===== src/rtl/id_ex_stage_pkg.sv =====
// id_ex_stage_pkg: shared pipeline types, ALU op codes and the all-zero bubble control word.
package pipe_pkg;
  localparam int ALUOP_W = 4;
  localparam logic [4:0] REG_X0 = 5'd0;
  localparam logic [ALUOP_W-1:0] ALU_ADD = 4'd0;
  localparam logic [ALUOP_W-1:0] ALU_SUB = 4'd1;
  localparam logic [ALUOP_W-1:0] ALU_AND = 4'd2;
  localparam logic [ALUOP_W-1:0] ALU_OR  = 4'd3;
  localparam logic [ALUOP_W-1:0] ALU_XOR = 4'd4;
  localparam logic [ALUOP_W-1:0] ALU_SLT = 4'd5;
  localparam logic [ALUOP_W-1:0] ALU_SLL = 4'd6;
  localparam logic [ALUOP_W-1:0] ALU_SRL = 4'd7;
  typedef enum logic [1:0] {RUN, DRAIN, HALTED} stage_state_t;
  typedef struct packed {
    logic mem_read;
    logic mem_write;
    logic reg_write;
    logic mem_to_reg;
    logic alu_src;
  } ctrl_t;
  localparam ctrl_t CTRL_BUBBLE = '0;
endpackage


===== src/rtl/id_ex_stage_if.sv =====
// id_ex_stage_if: decode-side inputs and EX-side outputs of the ID/EX register.
interface id_ex_stage_if #(parameter int XLEN = 32, parameter int ALUOP_W = 4);
  logic              if_id_valid;
  logic [XLEN-1:0]   id_pc, id_rs1_data, id_rs2_data, id_imm;
  logic [4:0]        id_rs1, id_rs2, id_rd;
  logic              id_uses_rs1, id_uses_rs2;
  logic              id_mem_read, id_mem_write, id_reg_write, id_mem_to_reg, id_alu_src;
  logic [ALUOP_W-1:0] id_alu_op;
  logic              id_is_halt, ex_flush;
  logic              pc_write, if_id_write, id_ex_valid;
  logic [XLEN-1:0]   id_ex_pc, id_ex_rs1_data, id_ex_rs2_data, id_ex_imm;
  logic [4:0]        id_ex_rs1, id_ex_rs2, id_ex_rd;
  logic              id_ex_mem_read, id_ex_mem_write, id_ex_reg_write, id_ex_mem_to_reg, id_ex_alu_src;
  logic [ALUOP_W-1:0] id_ex_alu_op;
  logic              is_halted;
  logic [31:0]       stall_count;
  modport master (
    output if_id_valid, id_pc, id_rs1_data, id_rs2_data, id_imm, id_rs1, id_rs2, id_rd,
           id_uses_rs1, id_uses_rs2, id_mem_read, id_mem_write, id_reg_write, id_mem_to_reg,
           id_alu_src, id_alu_op, id_is_halt, ex_flush,
    input  pc_write, if_id_write, id_ex_valid, id_ex_pc, id_ex_rs1_data, id_ex_rs2_data, id_ex_imm,
           id_ex_rs1, id_ex_rs2, id_ex_rd, id_ex_mem_read, id_ex_mem_write, id_ex_reg_write,
           id_ex_mem_to_reg, id_ex_alu_src, id_ex_alu_op, is_halted, stall_count
  );
  modport slave (
    input  if_id_valid, id_pc, id_rs1_data, id_rs2_data, id_imm, id_rs1, id_rs2, id_rd,
           id_uses_rs1, id_uses_rs2, id_mem_read, id_mem_write, id_reg_write, id_mem_to_reg,
           id_alu_src, id_alu_op, id_is_halt, ex_flush,
    output pc_write, if_id_write, id_ex_valid, id_ex_pc, id_ex_rs1_data, id_ex_rs2_data, id_ex_imm,
           id_ex_rs1, id_ex_rs2, id_ex_rd, id_ex_mem_read, id_ex_mem_write, id_ex_reg_write,
           id_ex_mem_to_reg, id_ex_alu_src, id_ex_alu_op, is_halted, stall_count
  );
endinterface


===== src/rtl/id_ex_stage_hazard.sv =====
// hazard_detect: flags a load in EX whose destination is read by the instruction in ID.
module hazard_detect (
  input  logic       i_if_id_valid,
  input  logic [4:0] i_id_rs1,
  input  logic [4:0] i_id_rs2,
  input  logic       i_id_uses_rs1,
  input  logic       i_id_uses_rs2,
  input  logic       i_id_ex_valid,
  input  logic       i_id_ex_mem_read,
  input  logic [4:0] i_id_ex_rd,
  output logic       o_hazard
);
  import pipe_pkg::*;
  logic w_load_in_ex;
  assign w_load_in_ex = i_id_ex_valid & i_id_ex_mem_read & (i_id_ex_rd != REG_X0);
  assign o_hazard = i_if_id_valid & w_load_in_ex &
                    ((i_id_uses_rs1 & (i_id_rs1 == i_id_ex_rd)) | (i_id_uses_rs2 & (i_id_rs2 == i_id_ex_rd)));
endmodule


===== src/rtl/id_ex_stage.sv =====
// id_ex_stage: ID/EX pipeline register with load-use stall, flush bubbles and halt drain.
module id_ex_stage import pipe_pkg::*; #(
  parameter int XLEN = 32,
  parameter int ALUOP_W = 4,
  parameter int DRAIN_CYCLES = 3
) (
  input logic clk,
  input logic reset_n,
  id_ex_stage_if.slave bus
);
  localparam int CW = $clog2(DRAIN_CYCLES + 1);
  stage_state_t       r_state;
  logic [CW-1:0]      r_cnt;
  logic               r_valid, r_halted;
  logic [XLEN-1:0]    r_pc, r_d1, r_d2, r_imm;
  logic [4:0]         r_rs1, r_rs2, r_rd;
  ctrl_t              r_ctrl;
  logic [ALUOP_W-1:0] r_alu_op;
  logic [31:0]        r_stalls;
  logic               w_hazard, w_run, w_stall, w_bubble, w_halt_go;
  ctrl_t              w_ctrl;
  hazard_detect u_hazard (
    .i_if_id_valid    (bus.if_id_valid),
    .i_id_rs1         (bus.id_rs1),
    .i_id_rs2         (bus.id_rs2),
    .i_id_uses_rs1    (bus.id_uses_rs1),
    .i_id_uses_rs2    (bus.id_uses_rs2),
    .i_id_ex_valid    (r_valid),
    .i_id_ex_mem_read (r_ctrl.mem_read),
    .i_id_ex_rd       (r_rd),
    .o_hazard         (w_hazard)
  );
  // flush outranks the hazard; outside RUN every cycle is a bubble and ex_flush is moot
  assign w_run     = r_state == RUN;
  assign w_stall   = w_run & ~bus.ex_flush & w_hazard;
  assign w_bubble  = ~w_run | bus.ex_flush | w_hazard;
  assign w_halt_go = ~w_bubble & bus.if_id_valid & bus.id_is_halt;
  assign w_ctrl = '{mem_read:   bus.id_mem_read,
                    mem_write:  bus.id_mem_write,
                    reg_write:  bus.id_reg_write & (bus.id_rd != REG_X0),
                    mem_to_reg: bus.id_mem_to_reg,
                    alu_src:    bus.id_alu_src};
  always_ff @(posedge clk or negedge reset_n) begin
    if (!reset_n) begin
      r_state  <= RUN;
      r_cnt    <= '0;
      r_valid  <= 1'b0;
      r_halted <= 1'b0;
      r_pc     <= '0;
      r_d1     <= '0;
      r_d2     <= '0;
      r_imm    <= '0;
      r_rs1    <= '0;
      r_rs2    <= '0;
      r_rd     <= '0;
      r_ctrl   <= CTRL_BUBBLE;
      r_alu_op <= '0;
      r_stalls <= '0;
    end else begin
      r_valid  <= ~w_bubble & bus.if_id_valid;
      r_pc     <= w_bubble ? '0 : bus.id_pc;
      r_d1     <= w_bubble ? '0 : bus.id_rs1_data;
      r_d2     <= w_bubble ? '0 : bus.id_rs2_data;
      r_imm    <= w_bubble ? '0 : bus.id_imm;
      r_rs1    <= w_bubble ? '0 : bus.id_rs1;
      r_rs2    <= w_bubble ? '0 : bus.id_rs2;
      r_rd     <= w_bubble ? '0 : bus.id_rd;
      r_ctrl   <= w_bubble ? CTRL_BUBBLE : w_ctrl;
      r_alu_op <= w_bubble ? '0 : bus.id_alu_op;
      if (w_stall && r_stalls != '1) r_stalls <= r_stalls + 32'd1;
      if (w_halt_go) begin
        r_state <= DRAIN;
        r_cnt   <= CW'(DRAIN_CYCLES - 1);
      end else if (r_state == DRAIN) begin
        if (r_cnt == '0) begin
          r_state  <= HALTED;
          r_halted <= 1'b1;
        end else r_cnt <= r_cnt - 1'b1;
      end
    end
  end
  assign bus.pc_write         = w_run & ~w_stall;
  assign bus.if_id_write      = w_run & ~w_stall;
  assign bus.id_ex_valid      = r_valid;
  assign bus.id_ex_pc         = r_pc;
  assign bus.id_ex_rs1_data   = r_d1;
  assign bus.id_ex_rs2_data   = r_d2;
  assign bus.id_ex_imm        = r_imm;
  assign bus.id_ex_rs1        = r_rs1;
  assign bus.id_ex_rs2        = r_rs2;
  assign bus.id_ex_rd         = r_rd;
  assign bus.id_ex_mem_read   = r_ctrl.mem_read;
  assign bus.id_ex_mem_write  = r_ctrl.mem_write;
  assign bus.id_ex_reg_write  = r_ctrl.reg_write;
  assign bus.id_ex_mem_to_reg = r_ctrl.mem_to_reg;
  assign bus.id_ex_alu_src    = r_ctrl.alu_src;
  assign bus.id_ex_alu_op     = r_alu_op;
  assign bus.is_halted        = r_halted;
  assign bus.stall_count      = r_stalls;
endmodule

===== src/flat_wrapper.sv =====
// flat-port wrapper written by rule: the top's interface ports become plain ports
module id_ex_stage_flat import pipe_pkg::*;
#(
  parameter int XLEN = 32,
  parameter int ALUOP_W = 4,
  parameter int DRAIN_CYCLES = 3
)
  (clk, reset_n, bus_if_id_valid, bus_id_pc, bus_id_rs1_data, bus_id_rs2_data, bus_id_imm, bus_id_rs1, bus_id_rs2, bus_id_rd, bus_id_uses_rs1, bus_id_uses_rs2, bus_id_mem_read, bus_id_mem_write, bus_id_reg_write, bus_id_mem_to_reg, bus_id_alu_src, bus_id_alu_op, bus_id_is_halt, bus_ex_flush, bus_pc_write, bus_if_id_write, bus_id_ex_valid, bus_id_ex_pc, bus_id_ex_rs1_data, bus_id_ex_rs2_data, bus_id_ex_imm, bus_id_ex_rs1, bus_id_ex_rs2, bus_id_ex_rd, bus_id_ex_mem_read, bus_id_ex_mem_write, bus_id_ex_reg_write, bus_id_ex_mem_to_reg, bus_id_ex_alu_src, bus_id_ex_alu_op, bus_is_halted, bus_stall_count);
  id_ex_stage_if #(.XLEN(XLEN), .ALUOP_W(ALUOP_W)) bus_i ();
  input logic clk;
  input logic reset_n;
  input wire logic [$bits(bus_i.if_id_valid)-1:0] bus_if_id_valid;
  input wire logic [$bits(bus_i.id_pc)-1:0] bus_id_pc;
  input wire logic [$bits(bus_i.id_rs1_data)-1:0] bus_id_rs1_data;
  input wire logic [$bits(bus_i.id_rs2_data)-1:0] bus_id_rs2_data;
  input wire logic [$bits(bus_i.id_imm)-1:0] bus_id_imm;
  input wire logic [$bits(bus_i.id_rs1)-1:0] bus_id_rs1;
  input wire logic [$bits(bus_i.id_rs2)-1:0] bus_id_rs2;
  input wire logic [$bits(bus_i.id_rd)-1:0] bus_id_rd;
  input wire logic [$bits(bus_i.id_uses_rs1)-1:0] bus_id_uses_rs1;
  input wire logic [$bits(bus_i.id_uses_rs2)-1:0] bus_id_uses_rs2;
  input wire logic [$bits(bus_i.id_mem_read)-1:0] bus_id_mem_read;
  input wire logic [$bits(bus_i.id_mem_write)-1:0] bus_id_mem_write;
  input wire logic [$bits(bus_i.id_reg_write)-1:0] bus_id_reg_write;
  input wire logic [$bits(bus_i.id_mem_to_reg)-1:0] bus_id_mem_to_reg;
  input wire logic [$bits(bus_i.id_alu_src)-1:0] bus_id_alu_src;
  input wire logic [$bits(bus_i.id_alu_op)-1:0] bus_id_alu_op;
  input wire logic [$bits(bus_i.id_is_halt)-1:0] bus_id_is_halt;
  input wire logic [$bits(bus_i.ex_flush)-1:0] bus_ex_flush;
  output wire logic [$bits(bus_i.pc_write)-1:0] bus_pc_write;
  output wire logic [$bits(bus_i.if_id_write)-1:0] bus_if_id_write;
  output wire logic [$bits(bus_i.id_ex_valid)-1:0] bus_id_ex_valid;
  output wire logic [$bits(bus_i.id_ex_pc)-1:0] bus_id_ex_pc;
  output wire logic [$bits(bus_i.id_ex_rs1_data)-1:0] bus_id_ex_rs1_data;
  output wire logic [$bits(bus_i.id_ex_rs2_data)-1:0] bus_id_ex_rs2_data;
  output wire logic [$bits(bus_i.id_ex_imm)-1:0] bus_id_ex_imm;
  output wire logic [$bits(bus_i.id_ex_rs1)-1:0] bus_id_ex_rs1;
  output wire logic [$bits(bus_i.id_ex_rs2)-1:0] bus_id_ex_rs2;
  output wire logic [$bits(bus_i.id_ex_rd)-1:0] bus_id_ex_rd;
  output wire logic [$bits(bus_i.id_ex_mem_read)-1:0] bus_id_ex_mem_read;
  output wire logic [$bits(bus_i.id_ex_mem_write)-1:0] bus_id_ex_mem_write;
  output wire logic [$bits(bus_i.id_ex_reg_write)-1:0] bus_id_ex_reg_write;
  output wire logic [$bits(bus_i.id_ex_mem_to_reg)-1:0] bus_id_ex_mem_to_reg;
  output wire logic [$bits(bus_i.id_ex_alu_src)-1:0] bus_id_ex_alu_src;
  output wire logic [$bits(bus_i.id_ex_alu_op)-1:0] bus_id_ex_alu_op;
  output wire logic [$bits(bus_i.is_halted)-1:0] bus_is_halted;
  output wire logic [$bits(bus_i.stall_count)-1:0] bus_stall_count;
  assign bus_i.if_id_valid = bus_if_id_valid;
  assign bus_i.id_pc = bus_id_pc;
  assign bus_i.id_rs1_data = bus_id_rs1_data;
  assign bus_i.id_rs2_data = bus_id_rs2_data;
  assign bus_i.id_imm = bus_id_imm;
  assign bus_i.id_rs1 = bus_id_rs1;
  assign bus_i.id_rs2 = bus_id_rs2;
  assign bus_i.id_rd = bus_id_rd;
  assign bus_i.id_uses_rs1 = bus_id_uses_rs1;
  assign bus_i.id_uses_rs2 = bus_id_uses_rs2;
  assign bus_i.id_mem_read = bus_id_mem_read;
  assign bus_i.id_mem_write = bus_id_mem_write;
  assign bus_i.id_reg_write = bus_id_reg_write;
  assign bus_i.id_mem_to_reg = bus_id_mem_to_reg;
  assign bus_i.id_alu_src = bus_id_alu_src;
  assign bus_i.id_alu_op = bus_id_alu_op;
  assign bus_i.id_is_halt = bus_id_is_halt;
  assign bus_i.ex_flush = bus_ex_flush;
  assign bus_pc_write = bus_i.pc_write;
  assign bus_if_id_write = bus_i.if_id_write;
  assign bus_id_ex_valid = bus_i.id_ex_valid;
  assign bus_id_ex_pc = bus_i.id_ex_pc;
  assign bus_id_ex_rs1_data = bus_i.id_ex_rs1_data;
  assign bus_id_ex_rs2_data = bus_i.id_ex_rs2_data;
  assign bus_id_ex_imm = bus_i.id_ex_imm;
  assign bus_id_ex_rs1 = bus_i.id_ex_rs1;
  assign bus_id_ex_rs2 = bus_i.id_ex_rs2;
  assign bus_id_ex_rd = bus_i.id_ex_rd;
  assign bus_id_ex_mem_read = bus_i.id_ex_mem_read;
  assign bus_id_ex_mem_write = bus_i.id_ex_mem_write;
  assign bus_id_ex_reg_write = bus_i.id_ex_reg_write;
  assign bus_id_ex_mem_to_reg = bus_i.id_ex_mem_to_reg;
  assign bus_id_ex_alu_src = bus_i.id_ex_alu_src;
  assign bus_id_ex_alu_op = bus_i.id_ex_alu_op;
  assign bus_is_halted = bus_i.is_halted;
  assign bus_stall_count = bus_i.stall_count;
  id_ex_stage #(.XLEN(XLEN), .ALUOP_W(ALUOP_W), .DRAIN_CYCLES(DRAIN_CYCLES)) u_core (.clk(clk), .reset_n(reset_n), .bus(bus_i));
endmodule

===== config.mk =====
export PLATFORM = sky130hd
export DESIGN_NAME = id_ex_stage_flat
export DESIGN_NICKNAME = d
export VERILOG_FILES = /design/src/rtl/id_ex_stage_pkg.sv /design/src/rtl/id_ex_stage_if.sv /design/src/rtl/id_ex_stage_hazard.sv /design/src/rtl/id_ex_stage.sv /design/src/flat_wrapper.sv
export SDC_FILE = /design/constraint.sdc
export NUM_CORES = 1
export LEC_CHECK = 0
export BUFFER_PORTS_ARGS = -buffer_cell sky130_fd_sc_hd__buf_2
export CAP_MARGIN = 40
export CORE_AREA = 3 3 135 137
export DETAILED_ROUTE_END_ITERATION = 8
export DIE_AREA = 0 0 138 140
export PLACE_DENSITY = 0.67
export SLEW_MARGIN = 0
export SYNTH_ARGS = -nofsm -noshare
export SYNTH_HDL_FRONTEND = slang
export SYNTH_SLANG_ARGS = --single-unit
export TNS_END_PERCENT = 100

===== constraint.sdc =====
create_clock -name clk -period 2.25 [get_ports clk]
set_input_delay 0.225 -clock clk [delete_from_list [all_inputs] [get_ports clk]]
set_output_delay 0.225 -clock clk [all_outputs]
set_load 0.005 [all_outputs]

# [After elaboration in Yosys (flattened, before gate mapping)]
# Index checks and enable logic that the tools add are counted.
[op_classes] add_sub_neg=2 multipliers=0 n_div=0 n_lt_le_gt_ge=0 eq_ne=5 shift=0 muxes=15 n_bitwise=20 n_reduce_logical=10
[op_table] operator="two-way mux 32 bit" count=4
[op_table] operator="adder 32 x 1 -> 32 bit (second input constant)" count=1
[op_table] operator="!= test 32 bit (second input constant)" count=1
[op_table] operator="two-way mux 5 bit" count=4
[op_table] operator="bitwise AND 1 bit" count=12
[op_table] operator="two-way mux 2 bit" count=6
[op_table] operator="== test 5 bit" count=2
[op_table] operator="nonzero test 5 bit" count=2
[op_table] operator="NOT 1 bit" count=5
[op_table] operator="logical NOT 2 bit" count=2
[op_table] operator="two-way mux 4 bit" count=1
[op_table] operator="AND reduction 2 bit" count=2
[op_table] operator="nonzero test 2 bit" count=2
[op_table] operator="bitwise OR 1 bit" count=3
[op_table] operator="AND reduction 3 bit" count=1
[op_table] operator="== test 2 x 1 -> 1 bit (second input constant)" count=1
[op_table] operator="!= test 2 x 1 -> 1 bit (second input constant)" count=1
[op_table] operator="subtractor 2 x 1 -> 2 bit (second input constant)" count=1
[op_table] operator="logical AND 1 bit" count=1
[totals] ff_bits=190 latchBits=0 mem_bits_rw=0 rom_bits=0 inputBits=159 out_inout_bits=188 memories=0

# [Depth between registers and ports, before layout]
[logic_depth] depth_word=10 ltp_mapped=9 mapped_depth_nobuf=7

# [Hierarchy]
# From an unflattened synthesis, not the netlist that was laid out.
[hier_totals] cells_unflattened=508 hier_area_um2=6797.8
[modules_own_cells] mod="id_ex_stage" n_inst=1 cells_per_inst=491 area_per_inst_um2=6666.4 seq_area_each_um2=4754.6
[modules_own_cells] mod="hazard_detect" n_inst=1 cells_per_inst=17 area_per_inst_um2=131.4 seq_area_each_um2=0.0

# [Worst setup path before layout]
# No wires, ideal clock.
[synth_timing] path_type="register to register" startpoint="reg u_core.r_stalls[0], in the netlist u_core.bus.stall_count[0]" endpoint="reg u_core.r_stalls[13], in the netlist u_core.bus.stall_count[13]" setup_time_ns=0.080 arrival_time_ns=1.785 required_time_ns=2.170 path_slack_ns=0.385 stages_incl_launch_ff=10 period_less_slack_ns=1.865 path_cell_list="dfrtp_1 ha_1 nand3_1 nor4_1 nand4_2 and3_1 buf_6 buf_8 nand4_1 xnor2_1"
[synth_between] elab_chain_len=2
[synth_rtl] element="from (decl)" line="id_ex_stage.sv:19" text="logic [31:0] r_stalls;"
[synth_rtl] element="from (signal assigned)" line="id_ex_stage.sv:70" text="if (w_stall && r_stalls != '1) r_stalls <= r_stalls + 32'd1;"
[synth_rtl] element="parallel branches: the longest is 2 deep, another holds adder 32 x 1 -> 32 bit"
# Several ways; the timed one is not identified.
# A chain may end at the register's enable or synchronous reset.

# [Worst setup path in the final report]
[layout_timing] startpoint="reg u_core.r_rd[1], in the netlist u_core.bus.id_ex_rd[1]" endpoint="out bus_pc_write"
[layout_between] elab_chain_len=7
[layout_rtl] element="from (decl)" line="id_ex_stage.sv:16" text="logic [4:0] r_rs1, r_rs2, r_rd;"
[layout_rtl] element="from (signal assigned)" line="id_ex_stage.sv:67" text="r_rd <= w_bubble ? '0 : bus.id_rd;"
[layout_rtl] element="== test 5 bit / nonzero test 5 bit (equally long branches)" line="id_ex_stage_hazard.sv:17, id_ex_stage_hazard.sv:15"
[layout_rtl] element="bitwise AND 1 bit, on equally long branches" line="id_ex_stage_hazard.sv:17, id_ex_stage_hazard.sv:15"
[layout_rtl] element="bitwise OR 1 bit / bitwise AND 1 bit (equally long branches)" line="id_ex_stage_hazard.sv:17, id_ex_stage_hazard.sv:16"
[layout_rtl] element="bitwise AND 1 bit (*)" line="id_ex_stage_hazard.sv:16" text="assign o_hazard = i_if_id_valid & w_load_in_ex &"
[layout_rtl] element="bitwise AND 1 bit (*)" line="id_ex_stage.sv:35" text="assign w_stall = w_run & ~bus.ex_flush & w_hazard;"
[layout_rtl] element="NOT 1 bit (*)" line="id_ex_stage.sv:82" text="assign bus.pc_write = w_run & ~w_stall;"
[layout_rtl] element="bitwise AND 1 bit (*)" line="id_ex_stage.sv:82"
[layout_rtl] element="to (decl)" line="flat_wrapper.sv:30" text="output wire logic [$bits(bus_i.pc_write)-1:0] bus_pc_write;"
# Every way passes the cells marked *; elsewhere a longest branch is shown, timed or not.

==> flow_summary.yaml <==
pwr:
  p_sw_w: 0.00181
  pwr-share-clk_pct: 40.9
  p_leak_nw: 5.98
  power_density_nw_per_um2: 676
  power.share.combinational_pct: 9.7
  internal-power_w: 0.00543
  p_sw_share_pct: 25.0
  p_seq_share_pct: 49.4
  ir_drop_uv: 536
flow_run:
  cap_violations: 0
cells_and_area:
  regArea_sq_um: 4750
  share_of_final_layout_standard_cells_stronger_than_drive_strength_1_pct: 42.3
  final_nets: 1140
  area_taken_by_multi_input_logic_gates_sq_um: 1980
  final_core_utilization_pct: 62.4
  syn_to_final_growth_pct: 57.0
  fin_cells: 1219
  fillers: 1381
  final_area_sq_um: 10700
floorplan:
  floorplan.initialDensity_pct: 39.7
  ios: 347
  dieWidth_um: 138
  std_cell_rows: 48
  design.die.area_sq_um: 19300
  core_area_sq_um: 17200
  height_of_the_die_um: 140
grt:
  grt.overflow.total: 0
  track_usage_pct: 21.6
  first_global_vias: 5889
  grt_antenna_before_repair: 5
  grt_pass1_wl_mm: 32.4
  largest_net_degree_at_the_start_of_global_routing: 71
setup_path:
  r2r-start: "u_core.bus.stall_count[1]"
  ff2ff_path_depth: 7
  setup.worst_path.end: "bus_pc_write"
  regToRegSetupSlack_ps: 210
  worstPathCellList: "xnor2_1 > nand4_1 > o22ai_4 > and2_4 > nor3_4 > buf_2"
  worstSetupStartpointType: "flip-flop"
  crit_path_end_kind: "output pin"
  critical_path_source: "u_core.bus.id_ex_rd[1]"
  crit-reg2reg-capture: "u_core.bus.stall_count[4]"
  critical_path_cell_count: 6
  critical-path-top-delay-family: "simple AND/OR/NAND/NOR gates"
  cp.required_ps: 2030
  timing.critical_path.slowest_stage_cell: "sky130_fd_sc_hd__dfrtp_1"
  critPathBufInv: 1
  critPathMaxFanout: 5
  setup.worst_path.class: "reg2out"
  slowest_delay_ps: 430
  worst-endpoint-arrival_ps: 1860
detailed_routing:
  drt_drc_violations_left: 0
  vias_per_cell: 4.47
  route.vias.total: 5449
  antenna_left: 0
  drt_iter0_markers: 235
  detail_route.wl_per_cell_um: 17.2
  firstDrtPassIters: 4
  totalWireLength_mm: 21.0
timing:
  fmaxAchievable_mhz: 480
  setup_viol_count_final: 0
  fin_skew_ps: 12.7
  count_of_pins_over_their_slew_limit: 0
  grt_setup_unrepaired: "false"
  layout_min_cycle_time_ps: 2080
  hold_viol: 0
  max_slew_margin_pct: 60.0
  layout_worst_path_cycle_share_pct: 92.6
  timing_worst_slew_pin_value_ps: 600
placement:
  gpl.final_weighted_congestion: 0.871
  placed_cells: 1068
  hpwl_mm: 14.6
  placed_cell_area_sq_um: 8920
  numPortBuffers: 346
synth:
  yosys.cell_count.top_type: "sky130_fd_sc_hd__dfrtp_1"
  syn_nets: 665
  synthesis.area_per_instance_sq_um: 13.5
  async_reset_ff_share_pct: 100
  yosys.area.top_type: "sky130_fd_sc_hd__dfrtp_1"
  synth_unique_cells: 43
  synth_top_cells_by_count: "sky130_fd_sc_hd__dfrtp_1 (190), sky130_fd_sc_hd__and2_1 (155), sky130_fd_sc_hd__xnor2_1 (37), sky130_fd_sc_hd__nand4_1 (17)"
  synth_ff_type: "sky130_fd_sc_hd__dfrtp_1"
  synthesis.yosys.warnings: 0
  synth-compound-area-share_pct: 1.25
  synth.top_cells.by_area: "sky130_fd_sc_hd__dfrtp_1 (70%), sky130_fd_sc_hd__and2_1 (14%), sky130_fd_sc_hd__xnor2_1 (4.7%), sky130_fd_sc_hd__nand4_1 (1.6%), sky130_fd_sc_hd__clkbuf_2 (1.0%)"
  netlist.area_leader.share_pct: 69.6
  synth-xor-area-share_pct: 5.13
  synth_fa_ha_area_share_pct: 0.367
  yosys_register_bits: 190
  synth.mux.area_fraction_pct: 0.330
  ys_seq_area_share_pct: 69.6
  dominant_combinational_cell_family_by_area_after_synthesis: "simple AND/OR/NAND/NOR gates"
  synth_simple_gate_area_share_pct: 20.9
  netlist_area_sq_um: 6830
  synth_edf_count: 0
  synthesis.instances: 504
clock_tree:
  cts.clk_slew.worst_paths_ps: 70
  cts_tree: "built"
  worst_skew_pair_later_pin_latency_ps: 420
  num_cts_buffers: 17
  clock_sinks: 190
  cts.path.max_buffers: 2
  ctsHtreeMaxLevel: 4
  cts_root_buffer: "sky130_fd_sc_hd__clkbuf_16"
min_path:
  min_from: "bus_id_imm[27]"
  hold_class: "in2reg"
outcome:
  status: "finished, final reports clean"
power groups by stage:
stage	Sequential [W]	Clock, W	Combinational, W
floorplan	0.00364	0	0.000164
global placement	0.00363	0	0.000533
detailed placement	0.00364	0	0.000543
CTS	0.00357	0.00304	0.000697
global route	0.00359	0.00319	0.000784
finish	0.00358	0.00297	0.000704
final cells by class:
type                       instances  area share [%]
sequential                       190            44.4
multi-input combinational        286            18.4
clock inverter                    14            1.33
clock buffer                      18            4.10
tap                              225            2.63
timing repair buffer             480            28.9
antenna                            2          0.0467
inverter                           4           0.140
stage by stage:
step	power [W]	setup WS [ps]	setup TNS [ps]	hold WS (ps)
2_1_floorplan	0.00381	385	0	-70.6
3_3_place_gp	0.00417	53.9	0	283
3_5_place_dp	0.00418	-9.01	-9.01	288
4_1_cts	0.00730	25.9	0	0.146
5_1_grt	0.00757	3.30	0	2.16
6_report	0.00725	166	0	19.5
cells by family (layout without fill, tap and decap cells):
group           Yosys count  in the layout
buf+inv                  28            516
simple gates            232            232
flops                   190            190
compound gates           10             10
fa+ha+maj                 2              2
mux                       2              2
xor+xnor                 40             40
other cells               0              2
cell usage in the layout (no fill, tap or decap), drive strengths merged, types with 2 or more instances in the layout:
cell and instances:
clkinv 4, diode 2, nor4 2, nor3 2, mux2 2, nand4 18
and3 10, buf 367, ha 2, dfrtp 190, nand2 13, clkbuf 19
xnor2 37, and2 156, inv 13, nor2 7, nand3 15, xor2 3
dlygate4sd3 112, and4 3
metal layers:
| metal | up-vias | GRT usage [%] | routed length (um) |
|---|---|---|---|
| met2 | 220 | 36.8 | 10700 |
| met4 | 6 | 9.67 | 731 |
| li1 | 2568 | - | - |
| met1 | 2604 | 24.0 | 7810 |
| met3 | 51 | 8.54 | 1710 |
| met5 | - | 0 | 41 |
repair_timing:
action                                 CTS  global route
setup buffers                            0             5
pin swaps                                1             1
hold buffers                           109             3
resized for setup                        6             5
endpoints found under the hold margin  172             3
setup endpoints to repair                3            14
gates cloned                             0             0
how the worst min path moves through the flow:
stage	end	depth (start not counted)	slack, ps
finish	u_core.bus.id_ex_imm[27]	2	20
global route	u_core.bus.id_ex_rs2_data[12]	2	2
CTS	u_core.bus.id_ex_imm[13]	2	0.1
detailed placement	u_core.bus.id_ex_imm[1]	1	290
global placement	u_core.bus.id_ex_rs2_data[10]	1	280
floorplan	u_core.bus.id_ex_alu_op[0]	0	-70
Note: power is estimated with default switching activity, not from simulation.
